==> config.mk <==
export PLATFORM = sky130hd
export DESIGN_NAME = flexbex_ibex_efpga_ctrl
export DESIGN_NICKNAME = d
export VERILOG_FILES = /design/src/rtl/flexbex_ibex_efpga_ctrl.sv
export SDC_FILE = /design/constraint.sdc
export NUM_CORES = 1
export LEC_CHECK = 0
export ABC_AREA = 1
export BUFFER_PORTS_ARGS = -buffer_cell sky130_fd_sc_hd__buf_2
export CORE_ASPECT_RATIO = 0.6
export CORE_MARGIN = 2
export CORE_UTILIZATION = 46
export CTS_BUF_LIST = sky130_fd_sc_hd__clkbuf_2
export CTS_CLUSTER_SIZE = 10
export DETAILED_ROUTE_END_ITERATION = 6
export PLACE_DENSITY = 0.82
export RECOVER_POWER = 100
export SETUP_SLACK_MARGIN = 0.2
export SYNTH_ARGS = -nofsm -noshare
export SYNTH_HDL_FRONTEND = slang
export SYNTH_SLANG_ARGS = --single-unit
==> constraint.sdc <==
create_clock -name clk -period 1.65 [get_ports clk]
set_clock_uncertainty 0.05 [all_clocks]
set_input_delay 0.33 -clock clk [delete_from_list [all_inputs] [get_ports clk]]
set_output_delay 0.33 -clock clk [all_outputs]
set_load 0.01 [all_outputs]
==> src/rtl/flexbex_ibex_efpga_ctrl.sv <==
// flexbex_ibex_efpga_ctrl
// Sequences one eFPGA custom instruction from the ID stage. The controller
// latches the opcode and operands and pulses fab_start_o. It then counts a
// fixed latency (delay_i != 0) or waits for fab_done_i (delay_i == 0). It
// captures the fabric result and raises ready_o for one DONE cycle, which
// releases the ID-stage stall.
//
// Ports:
//   clk, rst                      clock, synchronous active-high reset
//   en_i, operator_i, operand_*_i ID-stage custom instruction request
//   delay_i                       fixed latency in cycles, 0 = handshake mode
//   kill_i                        pipeline flush, aborts the operation
//   ready_o, busy_o               decoded from the state register
//   result_o, err_o               captured result, watchdog timeout flag
//   fab_start_o, fab_abort_o      one-cycle pulses to the fabric
//   fab_operator_o, fab_operand_* registered request to the fabric
//   fab_result_i, fab_done_i      fabric response
//
// Optional feature: define EFPGA_TIMEOUT_EN to add a handshake-mode watchdog
// of TIMEOUT_CYCLES RUN cycles. Without it, err_o is tied low.

module flexbex_ibex_efpga_ctrl #(
    parameter int unsigned TIMEOUT_CYCLES = 64
) (
    input  logic        clk,
    input  logic        rst,
    input  logic        en_i,
    input  logic [1:0]  operator_i,
    input  logic [31:0] operand_a_i,
    input  logic [31:0] operand_b_i,
    input  logic [3:0]  delay_i,
    input  logic        kill_i,
    output logic        ready_o,
    output logic [31:0] result_o,
    output logic        busy_o,
    output logic        err_o,
    output logic        fab_start_o,
    output logic        fab_abort_o,
    output logic [1:0]  fab_operator_o,
    output logic [31:0] fab_operand_a_o,
    output logic [31:0] fab_operand_b_o,
    input  logic [31:0] fab_result_i,
    input  logic        fab_done_i
);

    if (TIMEOUT_CYCLES < 1 || TIMEOUT_CYCLES > 255) begin : g_param_check
        $error("TIMEOUT_CYCLES must be in 1..255");
    end

    typedef enum logic [1:0] {
        IDLE = 2'd0,
        RUN  = 2'd1,
        DONE = 2'd2
    } state_e;

    state_e      state_q, state_d;
    logic [3:0]  cnt_q, cnt_d;
    logic        mode_q, mode_d;      // 1: handshake, 0: fixed latency
    logic [31:0] result_q, result_d;
    logic [1:0]  op_q, op_d;
    logic [31:0] opa_q, opa_d;
    logic [31:0] opb_q, opb_d;
    logic        start_q, start_d;
    logic        abort_q, abort_d;

`ifdef EFPGA_TIMEOUT_EN
    localparam logic [7:0] TO_LIMIT = TIMEOUT_CYCLES[7:0];
    logic [7:0]  wdog_q, wdog_d;      // index of the current RUN cycle, 1-based
    logic        err_q, err_d;
`endif

    always_comb begin
        state_d  = state_q;
        cnt_d    = cnt_q;
        mode_d   = mode_q;
        result_d = result_q;
        op_d     = op_q;
        opa_d    = opa_q;
        opb_d    = opb_q;
        start_d  = 1'b0;
        abort_d  = 1'b0;
`ifdef EFPGA_TIMEOUT_EN
        wdog_d   = wdog_q;
        err_d    = err_q;
`endif

        unique case (state_q)
            IDLE: begin
                if (en_i) begin
                    op_d    = operator_i;
                    opa_d   = operand_a_i;
                    opb_d   = operand_b_i;
                    cnt_d   = delay_i;
                    mode_d  = (delay_i == 4'd0);
                    start_d = 1'b1;
                    state_d = RUN;
`ifdef EFPGA_TIMEOUT_EN
                    wdog_d  = 8'd1;
                    err_d   = 1'b0;
`endif
                end
            end
            RUN: begin
                if (mode_q) begin
                    if (fab_done_i) begin
                        result_d = fab_result_i;
                        state_d  = DONE;
                    end
`ifdef EFPGA_TIMEOUT_EN
                    else if (wdog_q == TO_LIMIT) begin
                        result_d = 32'd0;
                        err_d    = 1'b1;
                        abort_d  = 1'b1;
                        state_d  = DONE;
                    end else begin
                        wdog_d = wdog_q + 8'd1;
                    end
`endif
                end else begin
                    cnt_d = cnt_q - 4'd1;
                    if (cnt_q == 4'd1) begin
                        result_d = fab_result_i;
                        state_d  = DONE;
                    end
                end
            end
            DONE: begin
                // en_i still high here belongs to the retiring instruction.
                state_d = IDLE;
            end
            default: state_d = IDLE;
        endcase

        // A flush overrides everything above. Only the abort pulse and the
        // error clear are side effects. Data registers keep their values.
        if (kill_i) begin
            state_d  = IDLE;
            start_d  = 1'b0;
            abort_d  = (state_q == RUN);
            cnt_d    = cnt_q;
            mode_d   = mode_q;
            result_d = result_q;
            op_d     = op_q;
            opa_d    = opa_q;
            opb_d    = opb_q;
`ifdef EFPGA_TIMEOUT_EN
            wdog_d   = wdog_q;
            err_d    = 1'b0;
`endif
        end
    end

    always_ff @(posedge clk) begin
        if (rst) begin
            state_q  <= IDLE;
            cnt_q    <= 4'd0;
            mode_q   <= 1'b0;
            result_q <= 32'd0;
            op_q     <= 2'd0;
            opa_q    <= 32'd0;
            opb_q    <= 32'd0;
            start_q  <= 1'b0;
            abort_q  <= 1'b0;
`ifdef EFPGA_TIMEOUT_EN
            wdog_q   <= 8'd0;
            err_q    <= 1'b0;
`endif
        end else begin
            state_q  <= state_d;
            cnt_q    <= cnt_d;
            mode_q   <= mode_d;
            result_q <= result_d;
            op_q     <= op_d;
            opa_q    <= opa_d;
            opb_q    <= opb_d;
            start_q  <= start_d;
            abort_q  <= abort_d;
`ifdef EFPGA_TIMEOUT_EN
            wdog_q   <= wdog_d;
            err_q    <= err_d;
`endif
        end
    end

    assign ready_o         = (state_q != RUN);
    assign busy_o          = (state_q != IDLE);
    assign result_o        = result_q;
    assign fab_start_o     = start_q;
    assign fab_abort_o     = abort_q;
    assign fab_operator_o  = op_q;
    assign fab_operand_a_o = opa_q;
    assign fab_operand_b_o = opb_q;
`ifdef EFPGA_TIMEOUT_EN
    assign err_o           = err_q;
`else
    assign err_o           = 1'b0;
`endif

endmodule

Word level (Yosys, flattened, before mapping)
Cells that the tools add are included.
W data, S select, Z words.
Word-level totals
  register bits: 107
  input port bits: 107
Cells by class
  $add $sub $neg: 1
  equality and inequality tests: 8
  muxes and demuxes: 12
  bitwise operators: 2
  reductions and logical operators: 12
Operator list (number)
  $mux W32: 3
  $mux W2: 4
  $mux W4: 2
  $pmux W4 S2: 1
  $reduce_and A4 Y1: 2
  $ne A2 B2 Y1 const B: 3
  $ne A3 B3 Y1 const B: 2
  $reduce_and A3 Y1: 2
  $reduce_bool A2 Y1: 3
  $eq A4 B1 Y1 const B: 1
  $logic_not A4 Y1: 1
  $pmux W2 S2: 1
  $reduce_or A2 Y1: 2
  $sub A4 B1 Y4 const B: 1
  $reduce_or A3 Y1: 1
  $eq A2 B1 Y1 const B: 1
  $logic_not A2 Y1: 1
  $ne A2 B1 Y1 const B: 1
  $not A1 Y1: 2
  $mux W1: 1

Depth between registers and ports, before layout
  depth after elaboration: 4
  mapped depth: 8
  mapped depth without buffers: 7

Least setup slack after synthesis
Ideal clock, no wire load.
  path kind: reg-to-reg
  start: register state_q[0]
  end: register result_q[2] (netlist: result_o[2])
  library setup time: 0.132 ns
  arrival time: 1.110 ns
  data required time: 1.468 ns
  path slack: 0.358 ns
  cell stages (with the launch flop): 9
  period minus slack after synthesis: 1.292 ns
  path through: dfxtp_1 > inv_2 > nor2_4 > inv_4 > nor2_8 > nand2_2 > buf_2 > nand2_1 > a21oi_1
On the way
  longest elaborated chain between the ends: 2
RTL lines
  start, declared: RTL line 56  | state_e state_q, state_d;
  start signal, assigned: RTL line 169  | state_q <= state_d;
  $eq A2 B1 Y1: RTL line 87  | unique case (state_q)
  $reduce_and A4 Y1 (no line)
  end signal, assigned: RTL line 172  | result_q <= result_d;
  end, declared: RTL line 59  | logic [31:0] result_q, result_d;
No other way between the ends.
A chain may end at the register's enable or synchronous reset.

Worst setup path after layout
  start: register state_q[0]
  end: register result_q[8] (netlist: result_o[8])
The elaborated chain is that of the path after synthesis.

==> reports/qor.yml <==
status:
  outcome: "finished with violations"
  violations: "DRC, setup timing"
setup_path:
  r2r-end: "result_o[8]"
  path_buf_inv: 6
  r2r_setup_slack_ps: -280
  rr_worst_depth: 10
  cp_slowest_stage_delay_ps: 480
  critPathCaptureType: "register"
  startpoint_type: "register"
  worstPathCellList: "inv_2 -> nor2_4 -> inv_4 -> buf_4 -> buf_8 -> nor2_8 -> buf_12 -> clkbuf_16 -> nand3_1 -> a21oi_2"
  path_delay_family: "buffers and inverters"
  rr_startpoint: "state_q[0]"
  critPathMaxFanout: 8
  startpoint: "state_q[0]"
  timing_worst_setup_path_type: "reg -> reg"
  cp.required_ps: 2170
  cp_slowest_cell: "dfxtp_2"
  worst-endpoint-arrival_ps: 2450
power_and_ir_drop:
  p_total_mw: 5.50
  p_sw_mw: 1.69
  power_frac_comb_pct: 25.5
  pwr-share-clk_pct: 22.7
  p_leak_nw: 3.59
  intPower_mw: 3.81
  power_switching_share_pct: 30.7
  ir_drop_uv: 475
  power_density_nw_per_um2: 683
  seqPwrFrac_pct: 51.8
routing:
  dr.pass1.iters: 7
  via_per_inst: 6.14
  drt_wl_total_um: 24200
  drc_errors: 4
  vias: 5960
  drt_iter0_drc: 892
  ant_nets: 0
  wl_per_cell_um: 25.0
synthesis:
  async_flop_share_pct: 0
  ys_types: 24
  synth_cells: 499
  synth_ff_type: "dfxtp_1"
  ys_seq_area_share_pct: 54.3
  synthesis.area_um2: 3940
  synth-edff-count: 0
  avgSynthCellArea_um2: 7.90
  synth_fp_nets: 608
  yosys.area.top_type_share_pct: 54.3
  synth.top_cells.by_area: "dfxtp_1, nor2_1, o21ai_0"
  ys_ff_latch: 107
  yosysWarningCount: 0
  yosys.area.top_type: "dfxtp_1"
place:
  place_congestion: 0.826
  place_inst: 792
  io_buffers: 208
  dpl_worst_slack_ps: 67.4
  hpwl_um: 7500
floorplan:
  core_area_um2: 8430
  chipWidth_um: 124
  dieArea_um2: 9350
  die_h_um: 75.7
  fp-row-count: 26
  num_io_pins: 210
  start_util_pct: 46.8
hold_path:
  worstHoldStart: "rst"
  worstHoldPathType: "in -> reg"
  holdPathStages: 3
  holdPathEnd: "result_o[4]"
finish:
  stdcell_count: 970
  most-common-layout-cells: "nor2_1, buf_2, buf_6, dlygate4sd3_1, dfxtp_2"
  layout_commonest_cell: "nor2_1"
  nNetsFinal: 961
  fillers: 199
  syn2layout_area_growth_pct: 104
  drive_gt1_share_pct: 54.2
  utilization_pct: 95.6
timing:
  slew_viol_final: 0
  setup_slack_ps: -282
  fin_crit_sh_pct: 117
  finalCriticalPeriod_ps: 1930
  hold_viol: 0
  setup-violations-final: 47
  rsz0062_at_grt: "true"
  max_freq_ghz: 0.518
global_routing:
  grtUsageTotal_pct: 33.0
  grt_pass1_vias: 4886
  grt_pass1_wl_um: 23500
  antenna_found_initial: 3
  overflow: 0
  grt_max_degree: 68
clocking:
  path_clk_slew_ps: 300
  ctsLongestPathBuffers: 2
  cts_buffers: 9
  clock_latency_ps: 650
  h-tree-depth: 3
  clock_sinks: 107
  cts_tree: "yes"
  clockRootBuffer: "clkbuf_2"
flow_run:
  max-cap-violations: 0
## sequential cells by signal (all words and copies together) (netlist names)
signal,cells
mode_q,1
cnt_q,4
result_o,32
fab_abort_o,1
state_q,2
fab_start_o,1
fab_operand_b_o,32
fab_operand_a_o,32
fab_operator_o,2
## worst max path at each step
stage                          end  slack (ps)  cells past startpoint
6_report               result_o[8]        -280                     10
2_1_floorplan          result_o[2]         360                      8
4_1_cts                     busy_o         -70                      3
5_1_grt                     mode_q        -530                      6
3_3_place_gp   fab_operand_a_o[16]         160                      7
3_5_place_dp    fab_operand_a_o[7]          70                      7
## cell families (layout without fill, tap and decap cells)
| kind of cell | Yosys count | count (layout) | synth area share, % |
|---|---|---|---|
| buf+inv | 46 | 403 | 6.38 |
| other cells | 1 | 3 | 0.0951 |
| fa+ha+maj | 2 | 2 | 0.635 |
| simple gates | 233 | 233 | 24.4 |
| compound gates | 110 | 110 | 14.2 |
| flops | 107 | 107 | 54.3 |
## per-layer routing
| metal | vias to the layer above | track usage [%] | wire length [um] |
|---|---|---|---|
| li1 | 2327 | - | - |
| met1 | 2674 | 34.9 | 7840 |
| met2 | 676 | 58.9 | 10500 |
| met3 | 279 | 10.9 | 3450 |
| met4 | 4 | 19.3 | 2370 |
| met5 | - | 0 | 31 |
## worst register-to-register path: stages (launching register included)
cell and delay, ps:
dfxtp_2 480, inv_2 80, nor2_4 140, inv_4 60, buf_4 130, buf_8 140
nor2_8 120, buf_12 130, clkbuf_16 160, nand3_1 110, a21oi_2 250
## timing repair
action | CTS | global route
setup buffers | 8 | 35
resized for setup | 199 | 154
hold buffers | 103 | 1
endpoints found under the hold margin | 100 | 1
pin swaps | 4 | 37
cloned | 3 | 11
endpoints found under the setup margin | 163 | 188
## Yosys cell counts (3+ instances only)
cell	n
inv_2	4
nor2_1	141
buf_4	4
nand3_1	37
inv_1	5
clkbuf_1	13
a21oi_1	38
o21a_1	3
buf_2	12
o21ai_1	6
nand2_1	48
dfxtp_1	107
o21ai_0	62
buf_6	6
## through the flow
stage | setup TNS (ps) | hold slack [ps] | instance area (um^2)
after CTS | -127 | 15.0 | 7060
after global placement | 0 | 394 | 5040
after floorplan | 0 | 408 | 3940
after global routing | -7510 | 62.0 | 8050
final | -7270 | 114 | 8050
after detailed placement | 0 | 400 | 5040
## power groups by stage
stage	sequential [mW]	combinational [mW]	clock (mW)
after CTS	2.83	1.04	1.17
after global routing	2.86	1.46	1.33
after detailed placement	2.83	0.689	0
final	2.85	1.40	1.25
after floorplan	2.89	0.306	0
after global placement	2.83	0.665	0
## layout make-up
cell class / instances / area (um^2) / share of cell area, %
Multi-Input combinational cell: 346 / 1910 / 23.7
Clock buffer: 12 / 60.1 / 0.746
Timing Repair Buffer: 378 / 3550 / 44.1
Tap cell: 112 / 140 / 1.74
Antenna cell: 2 / 5.00 / 0.0622
Inverter: 10 / 47.5 / 0.590
Clock inverter: 3 / 40.0 / 0.497
Sequential cell: 107 / 2300 / 28.6
No activity file was read; power rests on OpenSTA's default activity.
